$ cat src/rtl/apb_bridge_if.sv
// Bus-side request/response and APB completer signals of the bridge.
// 'slave' is the bridge's view; 'master' is the requester/completer side.
interface apb_bridge_if;
    logic        hsel_i;
    logic [31:0] addr_i;
    logic        we_i;
    logic [31:0] hwdata_i;
    logic [31:0] hrdata_o;
    logic        hready_o;
    logic        herr_o;
    logic [31:0] paddr_o;
    logic        psel_o;
    logic        penable_o;
    logic        pwrite_o;
    logic [31:0] pwdata_o;
    logic [31:0] prdata_i;
    logic        pready_i;
    logic        pslverr_i;

    modport slave (
        input  hsel_i, addr_i, we_i, hwdata_i, prdata_i, pready_i, pslverr_i,
        output hrdata_o, hready_o, herr_o, paddr_o, psel_o, penable_o, pwrite_o, pwdata_o
    );

    modport master (
        output hsel_i, addr_i, we_i, hwdata_i, prdata_i, pready_i, pslverr_i,
        input  hrdata_o, hready_o, herr_o, paddr_o, psel_o, penable_o, pwrite_o, pwdata_o
    );
endinterface

$ cat src/rtl/apb_bridge.sv
// Single-outstanding bus-to-APB bridge with ACCESS-phase timeout.
// Every output comes straight from a flop; next values are computed in one comb block.
module apb_bridge #(
    parameter int unsigned TIMEOUT_CYCLES = 16
) (
    input  logic         clk,
    input  logic         rst,
    apb_bridge_if.slave  bus
);
    typedef enum logic [1:0] {IDLE, SETUP, ACCESS, RESP} state_e;

    localparam logic [7:0] TO_LIMIT = 8'(TIMEOUT_CYCLES);

    state_e      state_q, state_d;
    logic [7:0]  cnt_q, cnt_d;
    logic [31:0] paddr_q, paddr_d;
    logic [31:0] pwdata_q, pwdata_d;
    logic        pwrite_q, pwrite_d;
    logic        psel_q, psel_d;
    logic        penable_q, penable_d;
    logic [31:0] hrdata_q, hrdata_d;
    logic        hready_q, hready_d;
    logic        herr_q, herr_d;
    logic [7:0]  cnt_inc;

    assign cnt_inc = cnt_q + 8'd1;

    always_ff @(posedge clk or posedge rst) begin
        if (rst) begin
            state_q   <= IDLE;
            cnt_q     <= 8'd0;
            paddr_q   <= 32'h0;
            pwdata_q  <= 32'h0;
            pwrite_q  <= 1'b0;
            psel_q    <= 1'b0;
            penable_q <= 1'b0;
            hrdata_q  <= 32'h0;
            hready_q  <= 1'b0;
            herr_q    <= 1'b0;
        end else begin
            state_q   <= state_d;
            cnt_q     <= cnt_d;
            paddr_q   <= paddr_d;
            pwdata_q  <= pwdata_d;
            pwrite_q  <= pwrite_d;
            psel_q    <= psel_d;
            penable_q <= penable_d;
            hrdata_q  <= hrdata_d;
            hready_q  <= hready_d;
            herr_q    <= herr_d;
        end
    end

    always_comb begin
        state_d   = state_q;
        cnt_d     = cnt_q;
        paddr_d   = paddr_q;
        pwdata_d  = pwdata_q;
        pwrite_d  = pwrite_q;
        psel_d    = psel_q;
        penable_d = penable_q;
        hrdata_d  = hrdata_q;
        // Response flags are single-cycle: they only rise on the edge into RESP.
        hready_d  = 1'b0;
        herr_d    = 1'b0;

        unique case (state_q)
            IDLE: begin
                if (bus.hsel_i) begin
                    paddr_d   = bus.addr_i;
                    pwrite_d  = bus.we_i;
                    pwdata_d  = bus.hwdata_i;
                    psel_d    = 1'b1;
                    penable_d = 1'b0;
                    cnt_d     = 8'd0;
                    state_d   = SETUP;
                end
            end
            SETUP: begin
                penable_d = 1'b1;
                state_d   = ACCESS;
            end
            ACCESS: begin
                // A ready completer beats a timeout landing in the same cycle.
                if (bus.pready_i) begin
                    state_d   = RESP;
                    hready_d  = 1'b1;
                    herr_d    = bus.pslverr_i;
                    hrdata_d  = (!pwrite_q && !bus.pslverr_i) ? bus.prdata_i : 32'h0;
                    psel_d    = 1'b0;
                    penable_d = 1'b0;
                end else begin
                    cnt_d = cnt_inc;
                    if (cnt_inc == TO_LIMIT) begin
                        state_d   = RESP;
                        hready_d  = 1'b1;
                        herr_d    = 1'b1;
                        hrdata_d  = 32'h0;
                        psel_d    = 1'b0;
                        penable_d = 1'b0;
                    end
                end
            end
            RESP: begin
                state_d = IDLE;
            end
            default: begin
                state_d = IDLE;
            end
        endcase
    end

    assign bus.paddr_o   = paddr_q;
    assign bus.pwdata_o  = pwdata_q;
    assign bus.pwrite_o  = pwrite_q;
    assign bus.psel_o    = psel_q;
    assign bus.penable_o = penable_q;
    assign bus.hrdata_o  = hrdata_q;
    assign bus.hready_o  = hready_q;
    assign bus.herr_o    = herr_q;
endmodule

$ cat src/flat_wrapper.sv
// flat-port wrapper written by rule: the top's interface ports become plain ports
module apb_bridge_flat 
#(
    parameter int unsigned TIMEOUT_CYCLES = 16
)
  (clk, rst, bus_hsel_i, bus_addr_i, bus_we_i, bus_hwdata_i, bus_prdata_i, bus_pready_i, bus_pslverr_i, bus_hrdata_o, bus_hready_o, bus_herr_o, bus_paddr_o, bus_psel_o, bus_penable_o, bus_pwrite_o, bus_pwdata_o);
  apb_bridge_if bus_i ();
  input  logic clk;
  input  logic rst;
  input wire logic [$bits(bus_i.hsel_i)-1:0] bus_hsel_i;
  input wire logic [$bits(bus_i.addr_i)-1:0] bus_addr_i;
  input wire logic [$bits(bus_i.we_i)-1:0] bus_we_i;
  input wire logic [$bits(bus_i.hwdata_i)-1:0] bus_hwdata_i;
  input wire logic [$bits(bus_i.prdata_i)-1:0] bus_prdata_i;
  input wire logic [$bits(bus_i.pready_i)-1:0] bus_pready_i;
  input wire logic [$bits(bus_i.pslverr_i)-1:0] bus_pslverr_i;
  output wire logic [$bits(bus_i.hrdata_o)-1:0] bus_hrdata_o;
  output wire logic [$bits(bus_i.hready_o)-1:0] bus_hready_o;
  output wire logic [$bits(bus_i.herr_o)-1:0] bus_herr_o;
  output wire logic [$bits(bus_i.paddr_o)-1:0] bus_paddr_o;
  output wire logic [$bits(bus_i.psel_o)-1:0] bus_psel_o;
  output wire logic [$bits(bus_i.penable_o)-1:0] bus_penable_o;
  output wire logic [$bits(bus_i.pwrite_o)-1:0] bus_pwrite_o;
  output wire logic [$bits(bus_i.pwdata_o)-1:0] bus_pwdata_o;
  assign bus_i.hsel_i = bus_hsel_i;
  assign bus_i.addr_i = bus_addr_i;
  assign bus_i.we_i = bus_we_i;
  assign bus_i.hwdata_i = bus_hwdata_i;
  assign bus_i.prdata_i = bus_prdata_i;
  assign bus_i.pready_i = bus_pready_i;
  assign bus_i.pslverr_i = bus_pslverr_i;
  assign bus_hrdata_o = bus_i.hrdata_o;
  assign bus_hready_o = bus_i.hready_o;
  assign bus_herr_o = bus_i.herr_o;
  assign bus_paddr_o = bus_i.paddr_o;
  assign bus_psel_o = bus_i.psel_o;
  assign bus_penable_o = bus_i.penable_o;
  assign bus_pwrite_o = bus_i.pwrite_o;
  assign bus_pwdata_o = bus_i.pwdata_o;
  apb_bridge #(.TIMEOUT_CYCLES(TIMEOUT_CYCLES)) u_core (.clk(clk), .rst(rst), .bus(bus_i));
endmodule
$ cat config.mk
export PLATFORM = sky130hd
export DESIGN_NAME = apb_bridge_flat
export DESIGN_NICKNAME = d
export VERILOG_FILES = /design/src/rtl/apb_bridge_if.sv /design/src/rtl/apb_bridge.sv /design/src/flat_wrapper.sv
export SDC_FILE = /design/constraint.sdc
export NUM_CORES = 1
export LEC_CHECK = 0
export BUFFER_PORTS_ARGS = -buffer_cell sky130_fd_sc_hd__buf_2
export CAP_MARGIN = 20
export CORE_MARGIN = 2
export CORE_UTILIZATION = 40
export DETAILED_ROUTE_END_ITERATION = 8
export PLACE_DENSITY = 0.7
export SLEW_MARGIN = 20
export SYNTH_ARGS = -nofsm -noshare
export SYNTH_HDL_FRONTEND = slang
export SYNTH_SLANG_ARGS = --single-unit
$ cat constraint.sdc
create_clock -name clk -period 9.2 [get_ports clk]
set_input_delay 0.92 -clock clk [delete_from_list [all_inputs] [get_ports clk]]
set_output_delay 0.92 -clock clk [all_outputs]
set_load 0.02 [all_outputs]
==> flow_metrics.tcl, run 1 <==
set metrics [dict create \
    worst_pin_slew_ns 0.848 \
    power_mw 1.89 \
    grt_pass1_vias 3421 \
    syn_inst 303 \
    grt_use_total_pct 16.8 \
    worst_r2r_endpoint "u_core.bus.hrdata_o[29]" \
    die-area_um2 11900 \
    status "finished clean" \
    hold_viol 0 \
    required_ns 9.44 \
    cap_violations 0 \
    clock_skew_ns 0.0117 \
    synth_edf_count 0 \
    powerDensity_nw_per_um2 330 \
    ant_nets 0 \
    hold_start "u_core.bus.paddr_o[3]" \
    row_count 38 \
    synth_top_area_share_pct 63.1 \
    synth_seq_cells 111 \
    yosysSeqAreaShare_pct 63.1 \
    portBuffers 202 \
    cts_tree "done" \
    clockBufferDepth 2 \
    crit_path_end_kind "register" \
    cts_buffers 9 \
    netlist_area_um2 4400 \
    wl_per_cell_um 15.3 \
    cts_resized 0 \
    fp.dieH_um 109 \
    wirelength_met1_mm 3.89 \
    fin_cells 648 \
    core_area_um2 10800 \
    path_max_fanout 33 \
    overflow 0 \
    post_cts_buffers 0 \
    final_max_slew_viol_count 0 \
    ys_warn_count 0 \
    top_layer "met5" \
    r2r_cells 5 \
    holdWs_ns 0.507 \
    max_slew_margin_pct 43.5 \
    rsz0062_at_grt "false" \
    first_pass_iters 4 \
    worstHoldPathType "register to register" \
    place_inst 632 \
    period_needed_ns 2.38 \
    io_pins 203 \
    cts.clk_slew.worst_paths_ns 0.10 \
    async_flop_share_pct 100 \
    synth.most_common_cell "dfrtp_1" \
    synth_fp_nets 409 \
    fin_tns_setup_ns 0 \
    vias 3222 \
    cts_hold_buf 0 \
    die_w_um 109 \
    final_nets 609 \
    h-tree-depth 3 \
    avgSynthCellArea_um2 14.5 \
    synth_top_area_cell "dfrtp_1" \
    gp_congestion 0.763 \
    drive_gt1_share_pct 57.5 \
    slowest_stage "or4b_4" \
    cellLeakagePower_nw 2.97 \
    antenna_found_initial 1 \
    ys_types 29 \
    path_class "register to register" \
    grt_max_degree 69 \
    ys.flop_type "dfrtp_1" \
    syn2layout_area_growth_pct 30.3 \
    grt_pass1_wl_mm 15.7 \
    diodes 0 \
    synth_area_leaders "dfrtp_1, mux2_2, a22o_1" \
    detail_route.vias_per_cell 4.97 \
    cts_sinks 111 \
    setup_violations 0 \
    synth_common_cells "dfrtp_1, mux2_2, a22o_1, clkbuf_1, nand2_1" \
    critPathMaxStageDelay_ns 0.57 \
    hpwlAfterDp_mm 7.20 \
    root_buffer "clkbuf_8" \
    fmax_ghz 0.420 \
    drc 0 \
    cp.arrival_ns 2.63 \
    insertion_delay_ns 0.36 \
    initial_core_util_pct 40.8 \
    irDropWorstVdd_mv 0.177 \
    hold_end "u_core.bus.paddr_o[3]" \
    wirelength_mm 9.93 \
    drtIter0Drc 117 \
    timing.rr.start "u_core.cnt_q[0]" \
    route.met3.wl_um 942 \
    met2_length_mm 4.99 \
    critPathLaunchType "register" \
    r2r_slack_ns 6.82 \
    fin_crit_sh_pct 25.9 \
    cp_cell_sequence "nand2_1 > or4b_4 > a2111oi_4 > o21ai_4 > a22o_1" \
    min_path_cells 1 \
]
==> worst max-delay path by stage <==
stage / startpoint / endpoint / slack [ns] / cells past startpoint
2_1_floorplan: rst / u_core.bus.herr_o / 5.35 / 1
3_3_place_gp: bus_hsel_i / u_core.bus.penable_o / 6.85 / 6
3_5_place_dp: bus_hsel_i / u_core.bus.penable_o / 6.81 / 6
4_1_cts: u_core.cnt_q[0] / u_core.bus.hrdata_o[13] / 6.81 / 5
5_1_grt: u_core.cnt_q[0] / u_core.bus.hrdata_o[25] / 6.72 / 5
6_report: u_core.cnt_q[0] / u_core.bus.hrdata_o[29] / 6.82 / 5
==> routing by layer <==
layer	vias up	track usage (%)
li1	1498	-
met1	1579	19.2
met2	133	29.1
met3	10	6.69
met4	2	4.95
met5	-	0
==> area by class of cell <==
type | instances | area (um^2)
Fill cell | 942 | 5060
Sequential cell | 111 | 2780
Multi-Input combinational cell | 171 | 1530
Timing Repair Buffer | 205 | 1030
Tap cell | 140 | 175
Clock buffer | 10 | 128
Clock inverter | 6 | 68.8
Inverter | 5 | 21.3
==> where the power goes <==
group	internal, mW	switching, mW
clock network	0.128	0.163
registers	0.680	0.0997
logic	0.343	0.477
==> registers in the layout (all words and copies together), names as in the netlist <==
| signal | count |
|---|---|
| u_core.bus.hrdata_o | 32 |
| u_core.bus.psel_o | 1 |
| u_core.bus.hready_o | 1 |
| u_core.state_q | 2 |
| u_core.bus.paddr_o | 32 |
| u_core.bus.pwrite_o | 1 |
| u_core.bus.herr_o | 1 |
| u_core.cnt_q | 8 |
| u_core.bus.pwdata_o | 32 |
| u_core.bus.penable_o | 1 |
==> through the flow <==
step / utilization [%] / cell area (um^2) / worst slack (ns)
2_1_floorplan: - / 4400 / 5.35
3_3_place_gp: 51.3 / 5540 / 6.85
3_5_place_dp: 51.3 / 5540 / 6.81
4_1_cts: 53.1 / 5730 / 6.81
5_1_grt: 53.1 / 5730 / 6.72
6_report: 53.1 / 5730 / 6.82
==> critical path, delay by kind of cell (launching register included) <==
| kind | cells | cell delay (ns) |
|---|---|---|
| compound gates | 3 | 1.09 |
| flops | 1 | 0.47 |
| simple gates | 2 | 0.69 |
==> cell families (layout without fill, tap and decap cells) <==
kind of cell               Yosys count  count (layout)  synth area share, %
DFF                                111             111                 63.1
muxes                               67              67                 17.1
AOI/OAI and AO/OA                   60              60                 11.4
and+or+nand+nor                     39              39                 4.69
buffers and inverters               21             226                 2.30
adders and majority gates            4               4                 1.14
xor gates and xnor gates             1               1                0.199
==> cells in the final DEF, fill, tap and decap left out, drive strengths merged, types with 2 or more instances in the layout <==
master / netlist / layout
dfrtp: 111 / 111
o21ai: 8 / 8
nand2: 12 / 12
nor2: 5 / 5
nor2b: 3 / 3
ha: 4 / 4
mux2: 66 / 66
clkinv: 0 / 3
o2bb2ai: 2 / 2
a21o: 5 / 5
inv: 5 / 6
a21oi: 4 / 4
buf: 4 / 205
nand3: 4 / 4
nand2b: 3 / 3
nor3: 6 / 6
nand4b: 2 / 2
a22o: 39 / 39
clkbuf: 12 / 10
(Power assumes the default switching activity.)
==> inputs of run 2 (changes only) <==
- ABC_AREA: unset -> 1
- PLACE_DENSITY: 0.7 -> 0.69
- clock period: 9.2 -> 2.38 ns (I/O delays scaled with it)
==> run 2 against run 1 <==
Against the previous run:
- worst setup slack worse by 6.4 ns
- count of clock-buffer cells in the layout up 2
- clock skew down 0.0032 ns
- flip-flop and latch count unchanged
- largest cell class unchanged
- via count up 35%
- worst hold slack worse by 0.43 ns
- die area up 7.2%
==> flow_metrics.tcl, run 2 <==
set metrics [dict create \
    avgSynthCellArea_um2 8.03 \
    synth_top_family_by_area "simple AND/OR/NAND/NOR gates" \
    portBuffers 202 \
    synth_seq_cells 111 \
    cts_tree "done" \
    synth_top_area_share_pct 58.7 \
    cts_sinks 111 \
    period_needed_ns 1.95 \
    grt_use_total_pct 19.0 \
    clock_skew_ns 0.00852 \
    ant_nets 0 \
    async_flop_share_pct 100 \
    holdWs_ns 0.0765 \
    detail_route.vias_per_cell 4.67 \
    critPathLaunchType "register" \
    r2r_slack_ns 0.43 \
    drtIter0Drc 298 \
    max_slew_margin_pct 39.2 \
    fp.dieH_um 113 \
    irDropWorstVdd_mv 0.724 \
    io_pins 203 \
    crit_path_end_kind "register" \
    nFillCells 1060 \
    cts_resized 0 \
    overflow 0 \
    min_path_cells 3 \
    gp_congestion 0.816 \
    path_class "register to register" \
    h-tree-depth 3 \
    row_count 39 \
    wl_per_cell_um 12.7 \
    fin_tns_setup_ns 0 \
    cellLeakagePower_nw 3.82 \
    fmax_ghz 0.512 \
    diodes 0 \
    yosys.area_share.adder_pct 1.06 \
    netlist_area_um2 4730 \
    setup_violations 0 \
    rsz0062_at_grt "false" \
    cts_buffers 9 \
    hpwlAfterDp_mm 8.49 \
    synthXorXnorAreaFrac_pct 0 \
    final_common_cell "nand2_1" \
    grt_pass1_wl_mm 19.6 \
    insertion_delay_ns 0.35 \
    synth_common_cells "nand2_1, dfrtp_1, inv_1, nand3_1, nor2_1" \
    synth_compound_area_share_pct 1.22 \
    multi_input_area_um2 1610 \
    core_area_um2 11500 \
    path_max_fanout 30 \
    die-area_um2 12700 \
    drive_gt1_share_pct 29.2 \
    first_pass_iters 4 \
    cts.clk_slew.worst_paths_ns 0.07 \
    ys_warn_count 0 \
    ys_types 19 \
    final_max_slew_viol_count 0 \
    die_w_um 113 \
    cp.arrival_ns 2.24 \
    final_nets 890 \
    synth.most_common_cell "nand2_1" \
    vias 4349 \
    antenna_found_initial 0 \
    seq_area_um2 2780 \
    synthSimpleGateAreaFrac_pct 31.7 \
    hold_viol 0 \
    worst_pin_slew_ns 0.912 \
    synth_fp_nets 695 \
    wirelength_mm 11.8 \
    root_buffer "clkbuf_16" \
    cap_violations 0 \
    required_ns 2.67 \
    syn2layout_area_growth_pct 30.7 \
    status "finished clean" \
    powerDensity_nw_per_um2 1290 \
    synth_edf_count 0 \
    syn_inst 589 \
    cts_hold_buf 1 \
    drc 0 \
    initial_core_util_pct 41.2 \
    fin_crit_sh_pct 82.1 \
    layout_common_cells "nand2_1, buf_2, dfrtp_1" \
    synth.mux.area_fraction_pct 0 \
    post_cts_buffers 0 \
    r2r_cells 11 \
    worstHoldPathType "primary input to register" \
    grt_max_degree 66 \
    synth_top_area_cell "dfrtp_1" \
    yosysSeqAreaShare_pct 58.7 \
    ys.flop_type "dfrtp_1" \
    grt_pass1_vias 4350 \
    clockBufferDepth 2 \
    synth_area_leaders "dfrtp_1, nand2_1, inv_1" \
]
==> run 2: cell count changes in the layout (fill, tap and decap cells not counted), moves of 7 or more <==
cell       before  now
a22o_1         39    0
clkbuf_16       0    9
clkbuf_8        9    2
inv_1           4   53
mux2_2         66    0
nand2_1        11  294
nand3_1         4   41
nor2_1          5   41
==> run 2: worst paths after layout <==
check | startpoint | end
worst max-delay path | u_core.cnt_q[0] | u_core.bus.hrdata_o[21]
worst max register to register | u_core.cnt_q[0] | u_core.bus.hrdata_o[21]
worst min-delay path | bus_hwdata_i[11] | u_core.bus.pwdata_o[11]
min in group asynchronous | rst | u_core.bus.pwdata_o[22]
worst min register to register | u_core.bus.hrdata_o[21] | u_core.bus.hrdata_o[21]
max in group asynchronous | rst | u_core.bus.pwdata_o[6]
==> run 2: power breakdown <==
part           switching, mW  internal [mW]
sequential             0.445           2.66
clock                  0.676          0.877
combinational           2.26           1.05
==> run 2: logic make-up after synthesis <==
group	after synthesis
AND/OR/NAND/NOR	382
flip-flops	111
buffers and inverters	82
AO/OA/AOI/OAI	10
adder cells (fa/ha/maj)	4
==> run 2: layout make-up <==
type,instances,area share [%]
flip-flops and latches,111,44.9
multi-input cells,396,26.1
repair buffers,211,17.7
clock buffers,12,4.15
inverters,55,3.40
well taps,143,2.90
clock inverters,4,0.830
==> run 2: worst max-delay path, stage by stage, from the launching register on <==
cell and delay (ns):
dfrtp_1 0.44, ha_1 0.26, nand3_1 0.14, inv_1 0.05, nand2_1 0.05, nand2_1 0.06
nor2_1 0.13, nand3_1 0.13, nand2_2 0.10, buf_4 0.31, nand3_1 0.13, nand2_1 0.09
==> run 2: layer usage <==
layer	share of wire (%)	up-vias	routed length, um	global-route usage [%]
li1	-	2155	-	-
met1	42	2019	5030	23.9
met2	48	158	5670	31.8
met3	8.0	17	944	4.93
met4	1.6	0	193	6.99
met5	0	-	0	0
==> run 2: stage by stage <==
stage	setup slack (ns)	instance area [um^2]	power, mW	instances	util [%]
after floorplan	0.770	4730	5.26	589	-
after global placement	0.600	5860	6.38	915	51.1
after detailed placement	0.493	5860	6.48	915	51.1
after CTS	0.472	6180	8.06	932	53.9
after global routing	0.291	6180	8.54	932	53.9
final	0.427	6180	7.96	932	53.9
==> inputs of run 3 (changes only) <==
- ABC_AREA: 1 -> 0
- PLACE_DENSITY: 0.69 -> 0.7
- clock period: 2.38 -> 2 ns (I/O delays scaled with it)
==> run 3 against run 2 <==
Against the previous run:
- the flow now finishes with violations (setup timing)
- worst setup slack worse by 0.47 ns
- global-route usage down 1.2 points
- count of clock-buffer cells in the layout down 3
- combinational power up 22%
- non-clock buffer count up 16
- critical endpoint is now u_core.bus.hrdata_o[22]
- via count down 23%
- highest routed layer unchanged
==> flow_metrics.tcl, run 3 (synthesis gave the netlist of run 1 again) <==
set metrics [dict create \
    critPathMaxStageDelay_ns 0.54 \
    layout_common_cells "buf_2, dfrtp_1, mux2_2" \
    io_pins 203 \
    clock_skew_ns 0.0137 \
    die-area_um2 11900 \
    h-tree-depth 3 \
    overflow 0 \
    cts_tree "done" \
    drc 0 \
    setup_violations 10 \
    initial_core_util_pct 40.8 \
    fmax_ghz 0.489 \
    drive_gt1_share_pct 60.4 \
    min_path_cells 2 \
    cp_cell_sequence "nand3_2 > or4b_4 > a2111oi_4 > buf_6 > o21ai_4 > a22o_1" \
    timing.rr.start "u_core.cnt_q[4]" \
    critPathLaunchType "register" \
    required_ns 2.25 \
    r2r_slack_ns -0.05 \
    wl_per_cell_um 15.5 \
    hold_viol 0 \
    syn2layout_area_growth_pct 38.4 \
    violations "setup timing" \
    hpwlAfterDp_mm 7.51 \
    diodes 0 \
    cts_sinks 111 \
    cap_violations 0 \
    worstHoldPathType "primary input to register" \
    place_area_um2 5730 \
    die_w_um 109 \
    insertion_delay_ns 0.37 \
    detail_route.vias_per_cell 4.95 \
    grt_max_degree 34 \
    cts.clk_slew.worst_paths_ns 0.11 \
    clockBufferDepth 2 \
    grt_pass1_vias 3343 \
    grt_pass1_wl_mm 16.3 \
    worst_pin_slew_ns 0.631 \
    rsz0062_at_grt "true" \
    power_mw 9.22 \
    grt_use_total_pct 17.8 \
    slowest_stage "or4b_4" \
    first_pass_iters 4 \
    fp.dieH_um 109 \
    cp_num_cells 6 \
    core_area_um2 10800 \
    nFillCells 896 \
    max_slew_margin_pct 57.8 \
    path_max_fanout 8 \
    row_count 38 \
    path_class "register to register" \
    cp-endpoint "u_core.bus.hrdata_o[22]" \
    status "finished with violations" \
    powerDensity_nw_per_um2 1510 \
    final_common_cell "buf_2" \
    wirelength_mm 10.4 \
    fin_crit_sh_pct 102 \
    root_buffer "clkbuf_8" \
    final.setup.worst_slack_ns -0.0456 \
    worst_r2r_endpoint "u_core.bus.hrdata_o[22]" \
    final_max_slew_viol_count 0 \
    gp_congestion 0.778 \
    postLayoutCellArea_um2 6090 \
    crit_buf_inv 1 \
    irDropWorstVdd_mv 0.826 \
    r2r_cells 6 \
    antenna_found_initial 0 \
    final_nets 635 \
    crit_family "compound AO/OA/AOI/OAI gates" \
    crit_start "u_core.cnt_q[4]" \
    ant_nets 0 \
    period_needed_ns 2.05 \
    portBuffers 202 \
    cts_buffers 9 \
    crit_path_end_kind "register" \
    drtIter0Drc 161 \
    vias 3328 \
    cp.arrival_ns 2.30 \
    cellLeakagePower_nw 3.13 \
]
## run 3: cell count changes in the layout (fill, tap and decap cells not counted), sizes merged, moves of 5 or more
| cell | before | now |
|---|---|---|
| nor3 | 1 | 6 |
| a21o | 0 | 5 |
| nand2 | 297 | 12 |
| buf | 210 | 226 |
| nand3 | 41 | 4 |
| o21ai | 3 | 12 |
| nor2 | 41 | 5 |
| mux2 | 0 | 66 |
| a22o | 0 | 39 |
| inv | 55 | 6 |
## run 3: how the worst min path moves through the flow
stage,from,end,slack [ns]
floorplan,bus_prdata_i[10],u_core.bus.hrdata_o[10],0.33
finish,bus_prdata_i[0],u_core.bus.hrdata_o[0],0.03
global route,bus_prdata_i[18],u_core.bus.hrdata_o[18],0.01
global placement,rst,u_core.bus.paddr_o[16],0.30
CTS,bus_prdata_i[0],u_core.bus.hrdata_o[0],0.01
detailed placement,rst,u_core.bus.paddr_o[16],0.32
## run 3: stage by stage
| step | setup WS [ns] | TNS [ns] | instances | util (%) | hold slack (ns) |
|---|---|---|---|---|---|
| final | -0.0456 | -0.160 | 673 | 56.4 | 0.0331 |
| after global routing | -0.141 | -3.29 | 673 | 56.4 | 0.0115 |
| after CTS | -0.0991 | -2.85 | 671 | 55.9 | 0.0138 |
| after detailed placement | -0.134 | -3.68 | 651 | 53.1 | 0.320 |
| after global placement | -0.103 | -3.03 | 651 | 53.1 | 0.304 |
| after floorplan | -0.0967 | -2.62 | 303 | - | 0.333 |
## run 3: what timing repair did
item | 4_1_cts | 5_1_grt
endpoints found under the hold margin | 23 | 0
buffers inserted | 1 | 1
pin swaps | 22 | 19
gates cloned | 3 | 1
hold buffers | 1 | 0
endpoints found under the setup margin | 34 | 38
gates resized for setup | 4 | 10
## run 3: cell type report
class / instances / area [um^2] / area share, %
Clock buffer: 9 / 124 / 2.03
Clock inverter: 6 / 118 / 1.93
Inverter: 5 / 22.5 / 0.370
Multi-Input combinational cell: 175 / 1610 / 26.5
Sequential cell: 111 / 2780 / 45.6
Tap cell: 140 / 175 / 2.88
Timing Repair Buffer: 227 / 1260 / 20.7
## run 3: power by group
part           leakage (nW)  total, mW  internal, mW  switching (mW)
Sequential             1.38       3.57          3.13           0.442
Clock                 0.118       1.60         0.838           0.765
Combinational          1.63       4.05          1.75            2.30
## run 3: worst reg2reg max path: cells and delay by family, from the launching register on
family          cells  cell delay [ns]
compound gates      3             0.70
simple gates        2             0.63
flops               1             0.38
buf+inv             1             0.22
## run 3: metal layers
metal	vias up	track usage, %	wire [um]
li1	1567	-	-
met1	1610	22.2	4350
met2	140	28.9	5030
met3	11	6.46	927
met4	0	6.04	132
met5	-	0	0
